==> config.mk <==
export PLATFORM = sky130hd
export DESIGN_NAME = instr_mem_ctrl_flat
export DESIGN_NICKNAME = d
export VERILOG_FILES = /design/src/rtl/instr_mem_pkg.sv /design/src/rtl/instr_mem_ctrl_if.sv /design/src/rtl/instr_mem_array.sv /design/src/rtl/instr_mem_ctrl.sv /design/src/flat_wrapper.sv
export SDC_FILE = /design/constraint.sdc
export NUM_CORES = 2
export LEC_CHECK = 0
export ABC_AREA = 1
export CORE_MARGIN = 2
export CORE_UTILIZATION = 60
export DETAILED_ROUTE_END_ITERATION = 10
export PLACE_DENSITY_LB_ADDON = 0.1
export SYNTH_ARGS = -nofsm -noshare
export SYNTH_HDL_FRONTEND = slang
export SYNTH_MEMORY_MAX_BITS = 65536
export SYNTH_SLANG_ARGS = --single-unit
==> constraint.sdc <==
create_clock -name clk -period 11.4 [get_ports clk]
set_input_delay 2.28 -clock clk [delete_from_list [all_inputs] [get_ports clk]]
set_output_delay 2.28 -clock clk [all_outputs]
set_load 0.01 [all_outputs]
==> src/rtl/instr_mem_pkg.sv <==
// -----------------------------------------------------------------------------
// instr_mem_pkg
// Shared definitions for the instruction memory controller:
//   - default geometry constants (word width, address width, depth)
//   - controller state encoding (CLEAR / RUN / LOAD)
//   - even-parity helper used when INSTR_MEM_PARITY_EN is defined
// -----------------------------------------------------------------------------
package instr_mem_pkg;

    localparam int DEF_IW    = 17;
    localparam int DEF_AW    = 8;
    localparam int DEF_DEPTH = 256;

    typedef enum logic [1:0] {
        CLEAR = 2'd0,
        RUN   = 2'd1,
        LOAD  = 2'd2
    } state_e;

    // Even parity over a zero-extended word: the stored bit makes the total
    // number of ones even. Zero-extension does not change the result.
    function automatic logic even_parity(input logic [63:0] word);
        return ^word;
    endfunction

endpackage

==> src/rtl/instr_mem_ctrl_if.sv <==
// -----------------------------------------------------------------------------
// instr_mem_ctrl_if
// Bundles the program-loader and fetch signals of instr_mem_ctrl.
//   master : loader / fetch stage side (drives load_* and fetch_*)
//   slave  : memory controller side (drives load_ready, load_done, instr,
//            instr_valid, busy and, with INSTR_MEM_PARITY_EN, parity_err)
// Parameters: IW instruction width, AW address width.
// -----------------------------------------------------------------------------
interface instr_mem_ctrl_if
    import instr_mem_pkg::*;
#(
    parameter int IW = DEF_IW,
    parameter int AW = DEF_AW
);
    // program loader
    logic          load_start;
    logic          load_valid;
    logic          load_last;
    logic [IW-1:0] load_data;
    logic          load_ready;
    logic          load_done;
    // fetch port
    logic          fetch_req;
    logic [AW-1:0] fetch_addr;
    logic          fetch_stall;
    logic [IW-1:0] instr;
    logic          instr_valid;
    logic          busy;
`ifdef INSTR_MEM_PARITY_EN
    logic          parity_err;
`endif

    modport master (
        output load_start, load_valid, load_last, load_data,
        output fetch_req, fetch_addr, fetch_stall,
        input  load_ready, load_done, instr, instr_valid, busy
`ifdef INSTR_MEM_PARITY_EN
        , input parity_err
`endif
    );

    modport slave (
        input  load_start, load_valid, load_last, load_data,
        input  fetch_req, fetch_addr, fetch_stall,
        output load_ready, load_done, instr, instr_valid, busy
`ifdef INSTR_MEM_PARITY_EN
        , output parity_err
`endif
    );

endinterface

==> src/rtl/instr_mem_array.sv <==
// -----------------------------------------------------------------------------
// instr_mem_array
// DEPTH x WW synchronous RAM: one write port, one registered read port.
//   clk, rst : clock, asynchronous active-high reset (read register only)
//   we, waddr, wdata : write port, written on the rising edge
//   re, raddr        : read enable / address; rdata updates on the next edge
//   rdata            : registered read data, holds while re is low
// -----------------------------------------------------------------------------
module instr_mem_array
    import instr_mem_pkg::*;
#(
    parameter int WW    = DEF_IW,
    parameter int AW    = DEF_AW,
    parameter int DEPTH = DEF_DEPTH
) (
    input  logic          clk,
    input  logic          rst,
    input  logic          we,
    input  logic [AW-1:0] waddr,
    input  logic [WW-1:0] wdata,
    input  logic          re,
    input  logic [AW-1:0] raddr,
    output logic [WW-1:0] rdata
);

    logic [WW-1:0] mem [DEPTH];

    // NOTE: the storage array has no reset; the controller's CLEAR state
    // zeroes it after reset, which keeps this mappable onto a plain RAM macro.
    always_ff @(posedge clk) begin
        if (we) begin
            mem[waddr] <= wdata;
        end
    end

    always_ff @(posedge clk or posedge rst) begin
        if (rst) begin
            rdata <= '0;
        end else if (re) begin
            rdata <= mem[raddr];
        end
    end

endmodule

==> src/rtl/instr_mem_ctrl.sv <==
// -----------------------------------------------------------------------------
// instr_mem_ctrl
// Instruction memory with post-reset clear, serial program loader and a
// registered, stallable fetch port.
//   clk, rst      : clock, asynchronous active-high reset
//   bus (slave)   : load_start/valid/last/data -> load_ready, load_done
//                   fetch_req/addr/stall       -> instr, instr_valid
//                   busy (high in CLEAR or LOAD)
//                   parity_err (only with INSTR_MEM_PARITY_EN)
// Optional feature macro: INSTR_MEM_PARITY_EN adds an even-parity bit per
// stored word and a parity_err flag registered alongside instr.
// -----------------------------------------------------------------------------
module instr_mem_ctrl
    import instr_mem_pkg::*;
#(
    parameter int            IW       = DEF_IW,
    parameter int            AW       = DEF_AW,
    parameter int            DEPTH    = DEF_DEPTH,
    parameter logic [IW-1:0] NOP_WORD = '0
) (
    input  logic             clk,
    input  logic             rst,
    instr_mem_ctrl_if.slave  bus
);

`ifdef INSTR_MEM_PARITY_EN
    localparam int WW = IW + 1;
`else
    localparam int WW = IW;
`endif

    localparam logic [AW-1:0] LAST_PTR = AW'(DEPTH - 1);

    state_e        state_q, state_d;
    logic [AW-1:0] ptr_q, ptr_d;
    logic          load_done_q, load_done_d;
    logic          valid_q, valid_d;
    logic          oor_q, oor_d;

    logic          we;
    logic [WW-1:0] wdata;
    logic          re;
    logic [WW-1:0] rdata;
    logic          at_end;
    logic          fetch_go;
    logic          addr_oor;

    assign at_end   = (ptr_q == LAST_PTR);
    assign addr_oor = (32'(bus.fetch_addr) >= 32'(DEPTH));
    // A fetch is only taken in RUN, and a same-cycle load request wins.
    assign fetch_go = (state_q == RUN) && bus.fetch_req && !bus.load_start;

    // NOTE: state registers use non-blocking assignments so every flop samples
    // the pre-edge values computed by the combinational block.
    always_ff @(posedge clk or posedge rst) begin
        if (rst) begin
            state_q     <= CLEAR;
            ptr_q       <= '0;
            load_done_q <= 1'b0;
            valid_q     <= 1'b0;
            oor_q       <= 1'b0;
        end else begin
            state_q     <= state_d;
            ptr_q       <= ptr_d;
            load_done_q <= load_done_d;
            valid_q     <= valid_d;
            oor_q       <= oor_d;
        end
    end

    // NOTE: every signal written here gets a default first, so no path can
    // leave it unassigned and infer a latch.
    always_comb begin
        state_d     = state_q;
        ptr_d       = ptr_q;
        load_done_d = 1'b0;
        we          = 1'b0;
        wdata       = '0;
        re          = 1'b0;
        valid_d     = valid_q;
        oor_d       = oor_q;

        unique case (state_q)
            CLEAR: begin
                // zero one word per cycle; ptr stops at the last word
                we = 1'b1;
                if (at_end) begin
                    state_d = RUN;
                end else begin
                    ptr_d = ptr_q + AW'(1);
                end
            end
            RUN: begin
                if (bus.load_start) begin
                    state_d = LOAD;
                    ptr_d   = '0;
                end
            end
            LOAD: begin
                // load_ready is high for the whole LOAD state
                if (bus.load_valid) begin
                    we = 1'b1;
`ifdef INSTR_MEM_PARITY_EN
                    wdata = {even_parity(64'(bus.load_data)), bus.load_data};
`else
                    wdata = bus.load_data;
`endif
                    if (bus.load_last || at_end) begin
                        state_d     = RUN;
                        load_done_d = 1'b1;
                    end else begin
                        ptr_d = ptr_q + AW'(1);
                    end
                end
            end
            default: begin
                state_d = CLEAR;
                ptr_d   = '0;
            end
        endcase

        // Fetch side: a stall freezes instr/instr_valid (and the read register).
        if (!bus.fetch_stall) begin
            valid_d = fetch_go;
            if (fetch_go) begin
                oor_d = addr_oor;
                re    = !addr_oor;
            end
        end
    end

    instr_mem_array #(
        .WW    (WW),
        .AW    (AW),
        .DEPTH (DEPTH)
    ) u_array (
        .clk   (clk),
        .rst   (rst),
        .we    (we),
        .waddr (ptr_q),
        .wdata (wdata),
        .re    (re),
        .raddr (bus.fetch_addr),
        .rdata (rdata)
    );

    assign bus.load_ready  = (state_q == LOAD);
    assign bus.load_done   = load_done_q;
    assign bus.busy        = (state_q != RUN);
    assign bus.instr_valid = valid_q;
    // Out-of-range fetches leave the read register untouched and substitute
    // NOP_WORD on the way out.
    assign bus.instr       = oor_q ? NOP_WORD : rdata[IW-1:0];

`ifdef INSTR_MEM_PARITY_EN
    // Recomputed over the registered word including its stored parity bit;
    // tracks instr because both come from the same read register.
    assign bus.parity_err  = !oor_q && (^rdata);
`endif

endmodule

==> src/flat_wrapper.sv <==
// flat-port wrapper written by rule: the top's interface ports become plain ports
module instr_mem_ctrl_flat import instr_mem_pkg::*;
#(
    parameter int            IW       = DEF_IW,
    parameter int            AW       = DEF_AW,
    parameter int            DEPTH    = DEF_DEPTH,
    parameter logic [IW-1:0] NOP_WORD = '0
)
  (clk, rst, bus_load_start, bus_load_valid, bus_load_last, bus_load_data, bus_fetch_req, bus_fetch_addr, bus_fetch_stall, bus_load_ready, bus_load_done, bus_instr, bus_instr_valid, bus_busy);
  instr_mem_ctrl_if #(.IW(IW), .AW(AW)) bus_i ();
  input  logic clk;
  input  logic rst;
  input wire logic [$bits(bus_i.load_start)-1:0] bus_load_start;
  input wire logic [$bits(bus_i.load_valid)-1:0] bus_load_valid;
  input wire logic [$bits(bus_i.load_last)-1:0] bus_load_last;
  input wire logic [$bits(bus_i.load_data)-1:0] bus_load_data;
  input wire logic [$bits(bus_i.fetch_req)-1:0] bus_fetch_req;
  input wire logic [$bits(bus_i.fetch_addr)-1:0] bus_fetch_addr;
  input wire logic [$bits(bus_i.fetch_stall)-1:0] bus_fetch_stall;
  output wire logic [$bits(bus_i.load_ready)-1:0] bus_load_ready;
  output wire logic [$bits(bus_i.load_done)-1:0] bus_load_done;
  output wire logic [$bits(bus_i.instr)-1:0] bus_instr;
  output wire logic [$bits(bus_i.instr_valid)-1:0] bus_instr_valid;
  output wire logic [$bits(bus_i.busy)-1:0] bus_busy;
  assign bus_i.load_start = bus_load_start;
  assign bus_i.load_valid = bus_load_valid;
  assign bus_i.load_last = bus_load_last;
  assign bus_i.load_data = bus_load_data;
  assign bus_i.fetch_req = bus_fetch_req;
  assign bus_i.fetch_addr = bus_fetch_addr;
  assign bus_i.fetch_stall = bus_fetch_stall;
  assign bus_load_ready = bus_i.load_ready;
  assign bus_load_done = bus_i.load_done;
  assign bus_instr = bus_i.instr;
  assign bus_instr_valid = bus_i.instr_valid;
  assign bus_busy = bus_i.busy;
  instr_mem_ctrl #(.IW(IW), .AW(AW), .DEPTH(DEPTH), .NOP_WORD(NOP_WORD)) u_core (.clk(clk), .rst(rst), .bus(bus_i));
endmodule
After elaboration in Yosys (flattened, before gate mapping):

Memories as Yosys holds them, arrays and structs flattened. A register that Yosys moved wholly into a read port is not among the register bits.
Cells that the tools add are included.

* register bits after elaboration: 12
* latch bits: 0
* RAM bits: 4352
* memory bits (read-only): 0
* input bits: 32
* output and inout port bits: 21
* word-level logic and storage cells: 44
* memories: 1

Memories
* u_core.u_array.mem: depth 256, width 17, rd ports 1, clocked after Yosys merged registers in 1, write ports 1, line instr_mem_array.sv:26 `logic [WW-1:0] mem [DEPTH];`

* add/subtract/negate cells: 1
* multiply operators: 0
* div/mod/pow operators: 0
* magnitude comparators: 0
* eq/ne operators: 10
* shift-type cells: 0
* muxes and demuxes: 21
* bitwise operators: 0
* reduce and logical (&&, ||, !) cells: 7

Operators with widths (number)
* $mux W17: 2
* $mux W8: 4
* $pmux W8 S3: 1
* $add A8 B1 Y8 const B: 1
* $eq A8 B8 Y1 const B: 1
* $mux W1: 8
* $mux W2: 4
* $ne A2 B2 Y1 const B: 4
* $reduce_and A4 Y1: 2
* $ne A2 B1 Y1 const B: 3
* $pmux W2 S3: 1
* $eq A2 B1 Y1 const B: 1
* $eq A2 B2 Y1 const B: 1
* $logic_and A1 B1 Y1: 2
* $logic_not A2 Y1: 1
* $pmux W1 S2: 1
* $logic_not A1 Y1: 1
* $logic_or A1 B1 Y1: 1

Logic depth before layout (Yosys ltp):

* depth after elaboration: 5
* mapped depth: 15

Cells and area by module:

Synthesis repeated with hierarchy kept, for this count alone.

* cells, all modules: 14594
* area, all modules: 176799.6 um^2

By module, submodules not included
* instr_mem_array: times used 1, cells each 14448, area an instance 175877.4 um^2, sequential area each 131110.7 um^2
* instr_mem_ctrl: times used 1, cells each 146, area an instance 922.1 um^2, sequential area each 300.3 um^2

Worst setup path after synthesis:

OpenSTA, ideal clock, no wires.

* kind: input port to flip-flop
* start point: in bus_load_valid
* end point: mem u_core.u_array.mem[0][10] in the netlist's numbering (data pin)
* setup time: 1.393 ns
* arrival: 8.819 ns
* required time: 10.007 ns
* setup slack: 1.188 ns
* stages: 4
* cell sequence: clkbuf_1 -> clkbuf_1 -> nand2_1 -> nor2_1

* word-level cells in the longest chain between the ends: 2

Ends and longest elaborated chain
* start, declared: line flat_wrapper.sv:14 `input wire logic [$bits(bus_i.load_valid)-1:0] bus_load_valid;`
* $mux W17: line instr_mem_ctrl.sv:101 `if (bus.load_valid) begin`
* $mux W17: line instr_mem_ctrl.sv:83 `unique case (state_q)`
* via u_core.u_array.wdata[10]: line instr_mem_array.sv:20 `input logic [WW-1:0] wdata,`
* end, declared: line instr_mem_array.sv:26

The timed path passes the listed nets, and every way through them passes these cells.

==> results.toml <==
[outcome]
outcome = "completed"

[global_route]
overflow = 0
grt_use_met2 = 0.518
grt_pass1_wl_um = 754000
grt_max_degree = 223
top_usage_layer = "met2"
use_met1 = 0.481
grt_use_total = 0.342
grt_pass1_vias = 111330
grtUsageMet3 = 0.0645
antenna_found_initial = 17

[timing]
setup_viol = 0
period_share = 0.561
rsz0062_at_grt = "false"
min_period_ns = 6.39
final_hold_viol_count = 0
final_max_slew_viol_count = 0
skew_ns = 0.0767
slew_headroom = 0.0335
setup_ws_ns = 5.01
whs_ns = 0.494
fmax_ghz = 0.156
worstMarginPinSlew_ns = 1.45
finalSetupTns_ns = 0

[critical_path]
cpMostUsedCell = "nand3_1"
critPathLaunchType = "input port"
crit_type = "in2reg"
crit_chain = "buf_16 > buf_4 > buf_12 > buf_4 > nand2_1 > nand3_1 > nand3_1 > nand3_1 > nand3_1 > nand3_1 > nand3_1 > nand3_1 > nand3_1 > nand2_1"
r2r_setup_slack_ns = 5.87
cp-end-kind = "register"
cp_slowest_stage_delay_ns = 0.81
crit_slowest_cell = "buf_4"
path_max_fanout = 178
worstPathRequired_ns = 12.28
arrival_ns = 7.27

[clocking]
htree_levels = 5
cts_tree = "done"
numCtsBuffers = 433
post_cts_buffers = 0
postCtsHoldBufs = 0
cts.sinks = 4381
insertion_delay_ns = 1.01
clockBufferDepth = 4
path_clk_slew_ns = 0.06
cts_resized = 0
cts-root-buf = "clkbuf_16"

[placed_design]
dp_hpwl_um = 277000
pre_cts_ws_ns = 4.28
numPortBuffers = 52
dpl_cell_area_um2 = 181000
dp_cells = 17887
finalWeightedCongestion = 0.898

[layout]
stdcell_count = 18689
drive_gt1_frac = 0.0747
multiInputGateArea_um2 = 40100
nets = 14439
fillers = 21203
stdcell_area_um2 = 194000
final_util = 0.663
regArea_um2 = 131000
syn2layout_area_growth_pct = 10.2

[pwr]
p_leak_nw = 68.7
power_density_nw_per_um2 = 180
vdd_ir_drop_max_mv = 0.185
p_total_mw = 35.0

[logic_synthesis]
yosysMostFrequentCell = "nand2_1"
synth.area.top_cells = "edfxtp_1 74%, nand3_1 12%, nand2_1 9.4%, buf_2 1.8%, nor2_1 0.61%"
synth_warnings = 0
async_flop_share = 0.00662
synth-main-ff-cell = "edfxtp_1"
synthDistinctLibCells = 27
synth_edf_count = 4352
syn_inst = 14514
yosys.area.top_type = "edfxtp_1"
synth_top_area_share = 0.741
synthesis.nets = 14550
ys_seq_area_frac = 0.745
post_synth_instance_area_um2 = 176000
syn_avg_cell_area_um2 = 12.1
synth.ff_latch_count = 4381
synth_common_cells = "4437 x nand2_1, 4352 x edfxtp_1, 4339 x nand3_1, 630 x buf_2, 286 x nor2_1"

[min_path]
hp-class = "reg2reg"

[floorplanning]
ios = 53
die-area_um2 = 298000
die_y_um = 546
die_x_um = 546
core-area_um2 = 293000
start_util = 0.602
fp-row-count = 199

[flow_run]
drv_cap = 0

[routing]
wl_um = 520000
first_iter_violations = 17504
drcViolationCount = 0
drtPass1Iterations = 8
wl_per_cell_um = 27.8
avgViaCountPerCell = 6.33
vias = 118218
ant_nets = 0
==> flip-flops by register name, indices dropped and copies added, names as in the netlist <==
register	flops
u_core.u_array.mem	4352
u_core.u_array.rdata	17
u_core.ptr_q	8
u_core.state_q	2
u_core.bus.instr_valid	1
u_core.bus.load_done	1
==> where the power goes <==
group | switching, mW | internal, mW | leakage, nW | total [mW]
registers | 0.173 | 18.2 | 40.6 | 18.3
logic | 2.29 | 0.578 | 21.4 | 2.87
clock network | 6.05 | 7.79 | 6.69 | 13.8
==> layout by cell type (no fill, tap or decap), drive strengths merged <==
cell type / synthesis / layout
nand2: 4438 / 4438
diode: 0 / 6
nand3: 4342 / 4342
buf: 846 / 406
o22ai: 3 / 3
clkdlybuf4s50: 0 / 45
nor3b: 3 / 3
clkbuf: 151 / 547
nor3: 2 / 2
bufinv: 0 / 29
edfxtp: 4352 / 4352
dfrtp: 29 / 29
o21ai: 6 / 6
inv: 27 / 36
a21oi: 4 / 4
clkinv: 6 / 206
nand4: 13 / 13
ha: 4 / 4
nor2: 286 / 286
clkinvlp: 0 / 11
a221oi: 1 / 1
a211oi: 1 / 1
==> kinds of logic after synthesis <==
| family | synth area share |
|---|---|
| adders and majority gates | 0.000284 |
| buffers and inverters | 0.0290 |
| AOI/OAI and AO/OA | 0.000504 |
| and+or+nand+nor | 0.225 |
| DFF | 0.745 |
==> final cells by class <==
cell class              count  share of cell area
diodes                      6           0.0000773
clock buffers             547              0.0593
clock inverters           249              0.0110
inverters                  33            0.000921
multi-input cells        9103               0.206
flip-flops and latches   4381               0.677
well taps                3919              0.0252
repair buffers            451              0.0204
==> final timing paths <==
| path | from | endpoint | depth (start not counted) |
|---|---|---|---|
| min in group asynchronous | rst | u_core.bus.instr_valid | 3 |
| hold / removal | u_core.bus.instr_valid | u_core.bus.instr_valid | 2 |
| hold reg to reg | u_core.bus.instr_valid | u_core.bus.instr_valid | 2 |
| setup / recovery | bus_fetch_addr[0] | u_core.u_array.rdata[3] | 14 |
| max in group asynchronous | rst | u_core.u_array.rdata[5] | 3 |
| setup reg to reg | u_core.state_q[0] | u_core.u_array.mem[122][8] | 10 |
==> worst max-delay path: cells and delay by family <==
kind | cells | cell delay [ns]
buf+inv | 4 | 2.52
simple gates | 10 | 1.96
==> routing by layer <==
metal / vias up / part of all wire / routed length, um
li1: 51658 / - / -
met1: 58037 / 0.38 / 196000
met2: 7412 / 0.45 / 236000
met3: 1097 / 0.11 / 58900
met4: 14 / 0.056 / 28900
met5: - / 0.00016 / 84
Note: power is estimated with default switching activity, not from simulation.
